File: src/rtl/keypad_event.sv
`default_nettype none
// ---------------------------------------------------------------------------
// keypad_event : 3x4 keypad scanner with row synchroniser, frame decode and
//                press/release debounce producing one event per press.
// Revision     : 1.0
// ---------------------------------------------------------------------------
module keypad_event #(
   parameter int SCAN_DIV = 12500,
   parameter int DEBOUNCE = 4
) (
   input  logic       clk,
   input  logic       rst,
   input  logic [3:0] key_row,
   output logic [2:0] key_col,
   output logic       key_valid,
   output logic [3:0] key_code,
   output logic       key_held
);

   localparam int              DIV_W    = (SCAN_DIV > 1) ? $clog2(SCAN_DIV) : 1;
   localparam logic [DIV_W-1:0] DIV_LAST = DIV_W'(SCAN_DIV - 1);
   localparam logic [3:0]      DEB_N    = 4'(DEBOUNCE);
   localparam logic [3:0]      CODE_NONE  = 4'd0;
   localparam logic [3:0]      CODE_AMBIG = 4'd15;

   typedef enum logic [2:0] {
      COL_IDLE = 3'b000,
      COL_1    = 3'b001,
      COL_2    = 3'b010,
      COL_3    = 3'b100
   } col_e;

   typedef enum logic [1:0] {
      RELEASED     = 2'd0,
      PRESS_WAIT   = 2'd1,
      PRESSED      = 2'd2,
      RELEASE_WAIT = 2'd3
   } deb_e;

   logic [3:0]       sync1_q, sync2_q;
   logic [DIV_W-1:0] div_q, div_d;
   logic             tick;
   col_e             col_q, col_d;
   logic [3:0]       acc_q, acc_d;
   logic [1:0]       col_idx;
   logic [3:0]       sampled;
   logic             frame_done;
   logic [3:0]       frame_code;
   deb_e             state_q, state_d;
   logic [3:0]       cand_q, cand_d;
   logic [3:0]       cnt_q, cnt_d;
   logic [3:0]       cnt_inc;
   logic             frame_is_key;
   logic             valid_q, valid_d;
   logic [3:0]       code_q, code_d;
   logic             held_q, held_d;

   // Folds one column's rows into the running frame code: any second key,
   // or more than one row in a column, makes the frame ambiguous.
   function automatic logic [3:0] merge_col(input logic [3:0] acc,
                                            input logic [3:0] rows,
                                            input logic [1:0] cidx);
      logic [3:0] base;
      logic       onehot;
      base   = 4'd0;
      onehot = 1'b1;
      case (rows)
         4'b0001: base = 4'd0;
         4'b0010: base = 4'd3;
         4'b0100: base = 4'd6;
         4'b1000: base = 4'd9;
         default: onehot = 1'b0;
      endcase
      if (rows == 4'd0) begin
         merge_col = acc;
      end else if ((acc != CODE_NONE) || !onehot) begin
         merge_col = CODE_AMBIG;
      end else begin
         merge_col = base + {2'b00, cidx};
      end
   endfunction

   assign tick = (div_q == DIV_LAST);

   always_comb begin
      div_d = tick ? '0 : div_q + DIV_W'(1);
   end

   // Column scan and frame accumulation
   always_comb begin
      col_d      = col_q;
      acc_d      = acc_q;
      frame_done = 1'b0;
      col_idx    = 2'd0;
      case (col_q)
         COL_1:   col_idx = 2'd1;
         COL_2:   col_idx = 2'd2;
         COL_3:   col_idx = 2'd3;
         default: col_idx = 2'd0;
      endcase
      sampled    = merge_col(acc_q, sync2_q, col_idx);
      frame_code = sampled;
      if (tick) begin
         case (col_q)
            COL_IDLE: col_d = COL_1;
            COL_1: begin
               col_d = COL_2;
               acc_d = sampled;
            end
            COL_2: begin
               col_d = COL_3;
               acc_d = sampled;
            end
            COL_3: begin
               col_d      = COL_1;
               acc_d      = CODE_NONE;
               frame_done = 1'b1;
            end
            default: begin
               col_d = COL_IDLE;
               acc_d = CODE_NONE;
            end
         endcase
      end
   end

   // Debounce state machine, evaluated once per closed frame
   always_comb begin
      state_d      = state_q;
      cand_d       = cand_q;
      cnt_d        = cnt_q;
      valid_d      = 1'b0;
      code_d       = code_q;
      cnt_inc      = (cnt_q == 4'd15) ? 4'd15 : cnt_q + 4'd1;
      frame_is_key = (frame_code != CODE_NONE) && (frame_code <= 4'd12);
      if (frame_done) begin
         case (state_q)
            RELEASED: begin
               if (frame_is_key) begin
                  cand_d = frame_code;
                  cnt_d  = 4'd1;
                  if (DEB_N <= 4'd1) begin
                     code_d  = frame_code;
                     valid_d = 1'b1;
                     state_d = PRESSED;
                  end else begin
                     state_d = PRESS_WAIT;
                  end
               end
            end
            PRESS_WAIT: begin
               if (frame_code == cand_q) begin
                  cnt_d = cnt_inc;
                  if (cnt_inc >= DEB_N) begin
                     code_d  = cand_q;
                     valid_d = 1'b1;
                     state_d = PRESSED;
                  end
               end else if (frame_is_key) begin
                  cand_d = frame_code;
                  cnt_d  = 4'd1;
               end else begin
                  state_d = RELEASED;
               end
            end
            PRESSED: begin
               if (frame_code == CODE_NONE) begin
                  cnt_d   = 4'd1;
                  state_d = (DEB_N <= 4'd1) ? RELEASED : RELEASE_WAIT;
               end
            end
            RELEASE_WAIT: begin
               if (frame_code == CODE_NONE) begin
                  cnt_d = cnt_inc;
                  if (cnt_inc >= DEB_N) begin
                     state_d = RELEASED;
                  end
               end else begin
                  state_d = PRESSED;
               end
            end
            default: state_d = RELEASED;
         endcase
      end
      held_d = (state_d == PRESSED) || (state_d == RELEASE_WAIT);
   end

   always_ff @(posedge clk or negedge rst) begin
      if (!rst) begin
         sync1_q <= '0;
         sync2_q <= '0;
         div_q   <= '0;
         col_q   <= COL_IDLE;
         acc_q   <= CODE_NONE;
         state_q <= RELEASED;
         cand_q  <= 4'd0;
         cnt_q   <= 4'd0;
         valid_q <= 1'b0;
         code_q  <= 4'd0;
         held_q  <= 1'b0;
      end else begin
         sync1_q <= key_row;
         sync2_q <= sync1_q;
         div_q   <= div_d;
         col_q   <= col_d;
         acc_q   <= acc_d;
         state_q <= state_d;
         cand_q  <= cand_d;
         cnt_q   <= cnt_d;
         valid_q <= valid_d;
         code_q  <= code_d;
         held_q  <= held_d;
      end
   end

   assign key_col   = col_q;
   assign key_valid = valid_q;
   assign key_code  = code_q;
   assign key_held  = held_q;

endmodule
`default_nettype wire
File: config.mk
export PLATFORM = sky130hd
export DESIGN_NAME = keypad_event
export DESIGN_NICKNAME = d
export VERILOG_FILES = /design/src/rtl/keypad_event.sv
export SDC_FILE = /design/constraint.sdc
export NUM_CORES = 1
export LEC_CHECK = 0
export ABC_CLOCK_PERIOD_IN_PS = 10850
export CORE_MARGIN = 2
export CORE_UTILIZATION = 52
export DETAILED_ROUTE_END_ITERATION = 6
export HOLD_SLACK_MARGIN = 0.06
export PLACE_DENSITY_LB_ADDON = 0.1
export REMOVE_ABC_BUFFERS = 1
export SYNTH_ARGS = -nofsm -noshare
export SYNTH_HDL_FRONTEND = slang
export SYNTH_SLANG_ARGS = --single-unit
File: constraint.sdc
create_clock -name clk -period 10.85 [get_ports clk]
set_clock_uncertainty 0.1 [all_clocks]
set_input_delay 3.255 -clock clk [delete_from_list [all_inputs] [get_ports clk]]
set_output_delay 3.255 -clock clk [all_outputs]
set_load 0.02 [all_outputs]
==> metrics.txt, run 1 <==
maximum count of clock buffers along a single path=2; highest ir drop seen on vdd=64.68 uV; final-report setup violation count=0; worst hold margin=0.2538 ns; leading cell types in the layout, fill and taps excluded=dfrtp_1, nor2_1, clkdlybuf4s50_1; number of register bits inferred by synthesis=45; DRC errors left=0; combined global-route utilization of all metal layers=18.84%; peak clock frequency supported by timing=208.1 MHz; period utilization=44.29%; power per unit of standard cell area=107.2 mW/mm^2; first-pass GRT wire length=7755 um; total cell area at the placement stage=0.002634 mm^2; total wire length after detailed routing=4495 um; sequential group share of total power=58.9%; Final Hold Vio Count=0; worst relative slew slack=36.90%; total clock buffers created by CTS=5; non-filler instance count after layout=301; reported max-cap violation count=0; most common cell after layout, fill and taps aside=dfrtp_1; ys async rst share=100.0%; Critical Path AT=1.45 ns; Sum Neg Setup Slack=0 ns; Max Slew Vio Count=0; fill cell instance count of the final layout=409; leakage power figure=1.190 nW; pin count of the biggest net entering global routing=46; clock insertion delay at the later pin of the skew report=0.29 ns; Die X=72.97 um; Core ar.=0.004661 mm^2; synth warn=0; register area=0.001126 mm^2; final layout net count=257; Clk pwr share=34.4%; Unique masters post-synth=57; starting density of the core=53.07%; number of detailed-routing iterations run before antenna repair=4; crit path launch type=flip-flop; sinks on the clock net=45; part of the Yosys area used for sequential elements=45.52%; switching portion of total power=23.47%; Synth top area share=45.52%; Setup Buffers After CTS=0; site row count=25; maximum net fanout on the critical path=8; number of global-route vias before repair=1690; Die ar.=0.005325 mm^2; top cells by area in the synthesized netlist=dfrtp_1, xnor2_1, xor2_1, nor2_1, mux2_4; area occupied by multi-input gates=0.001271 mm^2; buffer type at the clock tree root=clkbuf_8; unrepaired setup endpoints after global routing=no; count of antenna diodes in the layout=0; CTS Hold Bufs=0; layout overhead on the synthesized area=9.864%; required time at the endpoint of the critical path=7.50 ns; Max stage delay cell, worst path=clkdlybuf4s50_1; cts repair resizes=0; commonest register cell after synthesis=dfrtp_1; cell area after synthesis=0.002474 mm^2; Switching Power=68.37 uW; buffer and inverter count on the worst path=1; run status=finished, final reports clean; count of flip-flops with a built-in enable after synthesis=0; type of the most critical hold path=flip-flop to flip-flop; internal power summed over all cells=223.0 uW; Worst Max-Slew Pin Slew=0.9466 ns; mean instance size in the synthesized netlist=10.57 um^2; Die Y=72.97 um; average detailed-routed wire length per instance=14.93 um; final weighted congestion of routability-driven global placement=0.8739; most area-hungry cell type in the Yosys netlist=dfrtp_1; CP peak stage delay=0.66 ns; post-placement cell count=293; combinational fraction of design power=6.6%; TritonCTS clock tree=built; Final Util=58.31%; Vias=1757; area of all placed cells without fillers=0.002718 mm^2; grt total ovfl=0; cells along the critical path=clkdlybuf4s50_1; via/cell ratio=5.837; placed wire-length estimate=3233 um; count of routing violations after the opening detailed-route iteration=94; category of cells accounting for the largest share of critical-path delay=buffers and inverters; fraction of layout cells with a size suffix above 1=10.93%; number of nets with antenna violations after routing=0; count of pins on the block boundary=15; kind of critical path=flip-flop to primary output; htree depth=2; clock period minus final worst setup slack=4.805 ns; clock-pin slew on the worst setup and hold paths=0.08 ns; post-synthesis instance total=234; category of the worst setup path capture point=primary output; number of port buffers=14; initial antenna violation count=0
-- final timing paths --
| path | startpoint | end | slack [ns] | cells past startpoint |
|---|---|---|---|---|
| worst max-delay path | key_col[2]$_DFFE_PN0N_ | key_col[2] | 6.04 | 1 |
| worst min-delay path | sync1_q[0]$_DFF_PN0_ | sync2_q[0]$_DFF_PN0_ | 0.25 | 0 |
| worst max register to register | sync2_q[1]$_DFF_PN0_ | key_code[1]$_DFFE_PN0P_ | 6.98 | 11 |
| worst min register to register | sync1_q[0]$_DFF_PN0_ | sync2_q[0]$_DFF_PN0_ | 0.25 | 0 |
| max in group asynchronous | rst | sync2_q[1]$_DFF_PN0_ | 7.06 | 1 |
| min in group asynchronous | rst | cnt_q[2]$_DFFE_PN0P_ | 3.00 | 1 |
-- cell families (layout without fill, tap and decap cells) --
kind of cell | count (synthesis) | count (layout) | share of synthesized area (%)
AOI/OAI and AO/OA | 46 | 46 | 15.02
xor gates and xnor gates | 23 | 23 | 8.144
adders and majority gates | 5 | 5 | 2.833
buffers and inverters | 17 | 30 | 3.085
DFF | 45 | 45 | 45.52
muxes | 9 | 9 | 4.704
and+or+nand+nor | 89 | 89 | 20.69
-- cell type report --
cell class / instances / area share (%)
Inverter: 7 / 0.9668
Clock buffer: 7 / 2.808
Clock inverter: 1 / 0.2762
Multi-Input combinational cell: 172 / 46.78
Timing Repair Buffer: 15 / 5.249
Tap cell: 54 / 2.486
Sequential cell: 45 / 41.44
-- layer usage --
layer / part of all wire [%] / vias up / GRT usage, %
li1: - / 886 / -
met1: 50 / 847 / 26.53
met2: 46 / 19 / 30.00
met3: 2.2 / 5 / 3.729
met4: 1.1 / 0 / 4.938
met5: 0 / - / 0
-- worst register-to-register path, cell delays in order, from the launching register on --
cell and delay (ns):
dfrtp_1 0.62, xnor2_1 0.17, nor3_1 0.06, ha_1 0.22
fa_1 0.47, o41a_1 0.33, or4_1 0.41, and2_1 0.18
xor2_1 0.17, nand2_1 0.23, and4b_1 0.43, mux2_2 0.38
-- sequential cells by signal (all words and copies together), names as in the netlist --
name,count
div_q,14
acc_q,4
cand_q,4
cnt_q,4
key_code,4
sync1_q,4
sync2_q,4
key_col,3
state_q,2
key_held,1
key_valid,1
-- Yosys cell counts (5+ instances only) --
library cell  count
a21oi_1           7
a31oi_1           5
nor2_1           21
nand2b_1          5
inv_1             7
mux2_2            5
nand3_1          11
xor2_1           11
nor3_1            7
nand2_1          11
xnor2_1          12
and3_1            6
dfrtp_1          45
-- power by group through the flow --
stage          registers, mW  clock network [mW]  logic (mW)
4_1_cts                0.172               0.104      0.0197
3_5_place_dp           0.175                   0      0.0195
6_report               0.172               0.100      0.0193
5_1_grt                0.172               0.109      0.0219
3_3_place_gp           0.175                   0      0.0193
2_1_floorplan          0.174                   0      0.0125
-- stage by stage --
stage / total power, mW / worst slack (ns)
floorplan: 0.1869 / 6.970
global placement: 0.1943 / 6.397
detailed placement: 0.1946 / 6.385
CTS: 0.2949 / 6.046
global route: 0.3033 / 5.997
finish: 0.2913 / 6.045
Note: power is estimated with default switching activity, not from simulation.
==> inputs of run 2 (changes only) <==
--- a/config.mk
+++ b/config.mk
@@ -5,7 +5,7 @@
 export SDC_FILE = /design/constraint.sdc
 export NUM_CORES = 1
 export LEC_CHECK = 0
-export ABC_CLOCK_PERIOD_IN_PS = 10850
+export ABC_CLOCK_PERIOD_IN_PS = 3900
 export CORE_MARGIN = 2
 export CORE_UTILIZATION = 52
 export DETAILED_ROUTE_END_ITERATION = 6
==> constraint.sdc (replaced) <==
create_clock -name clk -period 3.9 [get_ports clk]
set_clock_uncertainty 0.1 [all_clocks]
set_input_delay 1.17 -clock clk [delete_from_list [all_inputs] [get_ports clk]]
set_output_delay 1.17 -clock clk [all_outputs]
set_load 0.02 [all_outputs]
==> metrics.txt, run 2 (synthesis results as in run 1) <==
number of nets with antenna violations after routing=0 (unchanged); average detailed-routed wire length per instance=15.23 um (+2.0%); count of pins on the block boundary=15 (unchanged); clock-pin slew on the worst setup and hold paths=0.09 ns (about the same); kind of critical path=flip-flop to flip-flop; worst hold margin=0.2457 ns (-0.008119 ns); Worst Max-Slew Pin Slew=0.9880 ns (+0.04142 ns); number of global-route vias before repair=1705 (+0.89%); category of the worst setup path capture point=flip-flop; area of all placed cells without fillers=0.002754 mm^2 (+1.3%); highest ir drop seen on vdd=196.5 uV (+200%); peak clock frequency supported by timing=273.8 MHz; category of cells accounting for the largest share of critical-path delay=simple AND/OR/NAND/NOR gates; via/cell ratio=5.859 (+0.37%); Core ar.=0.004661 mm^2 (unchanged); unrepaired setup endpoints after global routing=no; clock period minus final worst setup slack=3.652 ns; worst relative slew slack=34.13% (-2.8 points); run status=finished, final reports clean; total power draw=826.2 uW (+180%); total clock buffers created by CTS=5 (unchanged); Vias=1787 (+1.7%); maximum net fanout on the critical path=8 (unchanged); TritonCTS clock tree=built; Die X=72.97 um (unchanged); buffer and inverter count on the worst path=1 (unchanged); required time at the endpoint of the critical path=3.99 ns (-3.51 ns); Setup Buffers After CTS=0 (unchanged); htree depth=2 (unchanged); starting density of the core=53.07% (unchanged); combined global-route utilization of all metal layers=20.04% (+1.2 points); Die Y=72.97 um (unchanged); CTS Hold Bufs=0 (unchanged); number of detailed-routing iterations run before antenna repair=4 (unchanged); leading cell types in the layout, fill and taps excluded=dfrtp_1, nor2_1, clkdlybuf4s50_1; CP peak stage delay=0.49 ns (-0.17 ns); largest register by flop count=div_q; period utilization=93.64%; leakage power figure=1.215 nW (+2.1%); Max Slew Vio Count=0 (unchanged); initial antenna violation count=0 (unchanged); cts repair resizes=0 (unchanged); power per unit of standard cell area=300.0 mW/mm^2 (+180%); Max stage delay cell, worst path=dfrtp_1; final layout net count=261 (+1.6%); count of antenna diodes in the layout=0 (unchanged); Final Hold Vio Count=0 (unchanged); flip-flop count of the largest register, all copies and words added=14 (unchanged); count of routing violations after the opening detailed-route iteration=59 (-37%); sinks on the clock net=45 (unchanged); final-report setup violation count=0 (unchanged); DRC errors left=0 (unchanged); first-pass GRT wire length=8211 um (+5.9%); total wire length after detailed routing=4644 um (+3.3%); most common cell after layout, fill and taps aside=dfrtp_1; pin count of the biggest net entering global routing=46 (unchanged); placed wire-length estimate=3361 um (+4.0%); Sum Neg Setup Slack=0 ns (unchanged); total cell area at the placement stage=0.002664 mm^2 (+1.1%); crit path launch type=flip-flop; grt total ovfl=0 (unchanged); reported max-cap violation count=0 (unchanged); type of the most critical hold path=flip-flop to flip-flop; cells along the critical path=buf_4 > xnor2_1 > nor3_1 > fa_1 > o41a_1 > or4_1 > and2_1 > xor2_1 > nand2_1 > and4b_1 > mux2_2; Die ar.=0.005325 mm^2 (unchanged); fraction of layout cells with a size suffix above 1=13.15% (+2.2 points); Critical Path AT=3.74 ns (+2.29 ns); clock insertion delay at the later pin of the skew report=0.30 ns (about the same); layout overhead on the synthesized area=11.33%; maximum count of clock buffers along a single path=2 (unchanged); non-filler instance count after layout=305 (+1.3%); buffer type at the clock tree root=clkbuf_8; number of port buffers=14 (unchanged); site row count=25 (unchanged); post-placement cell count=297 (+1.4%); final weighted congestion of routability-driven global placement=0.8256 (-5.5%)
run 2: cell count changes in the layout (fill, tap and decap cells not counted), sizes merged:
cell and delta:
buf +4, clkbuf -2, clkinv +1, inv +1
run 2: path summary, 6_finish.rpt:
path	from	to	slack (ns)	cells past startpoint
setup / recovery	sync2_q[1]$_DFF_PN0_	key_code[3]$_DFFE_PN0P_	0.25	11
max in group asynchronous	rst	sync2_q[0]$_DFF_PN0_	2.16	1
hold / removal	sync1_q[1]$_DFF_PN0_	sync2_q[1]$_DFF_PN0_	0.25	0
setup reg to reg	sync2_q[1]$_DFF_PN0_	key_code[3]$_DFFE_PN0P_	0.25	11
min in group asynchronous	rst	key_code[3]$_DFFE_PN0P_	0.93	1
hold reg to reg	sync1_q[1]$_DFF_PN0_	sync2_q[1]$_DFF_PN0_	0.25	0
run 2: final cells by class:
class / instances / area, um^2
Fill cell: 402 / 1907
Sequential cell: 45 / 1126
Multi-Input combinational cell: 172 / 1271
Clock buffer: 5 / 68.82
Inverter: 7 / 26.28
Tap cell: 54 / 67.56
Clock inverter: 3 / 21.27
Timing Repair Buffer: 19 / 172.7
run 2: per-stage QoR:
stage                     utilization [%]  worst slack, ns
after floorplan                         -           0.4025
after global placement              57.15           0.3077
after detailed placement            57.15           0.2719
after CTS                           59.09           0.2583
after global routing                59.09          0.02780
final                               59.09           0.2482
run 2: power by group:
group | switching (mW) | total [mW] | internal, mW
Sequential | 0.00527 | 0.475 | 0.470
Combinational | 0.0334 | 0.0591 | 0.0257
Clock | 0.164 | 0.292 | 0.127
Total | 0.203 | 0.826 | 0.623
run 2: layer usage:
| metal | track usage, % | wire, um | vias up |
|---|---|---|---|
| li1 | - | - | 888 |
| met1 | 28.29 | 2262 | 873 |
| met2 | 31.21 | 2204 | 19 |
| met3 | 4.144 | 110 | 7 |
| met4 | 6.173 | 67 | 0 |
| met5 | 0 | 0 | - |
==> inputs of run 3 (changes only) <==
--- a/config.mk
+++ b/config.mk
@@ -9,6 +9,7 @@
 export CORE_MARGIN = 2
 export CORE_UTILIZATION = 52
 export DETAILED_ROUTE_END_ITERATION = 6
+export GPL_ROUTABILITY_DRIVEN = 0
 export HOLD_SLACK_MARGIN = 0.06
 export PLACE_DENSITY_LB_ADDON = 0.1
 export REMOVE_ABC_BUFFERS = 1
==> results of run 3 <==
Final layout, timing and power as in run 2 (identical DEF).
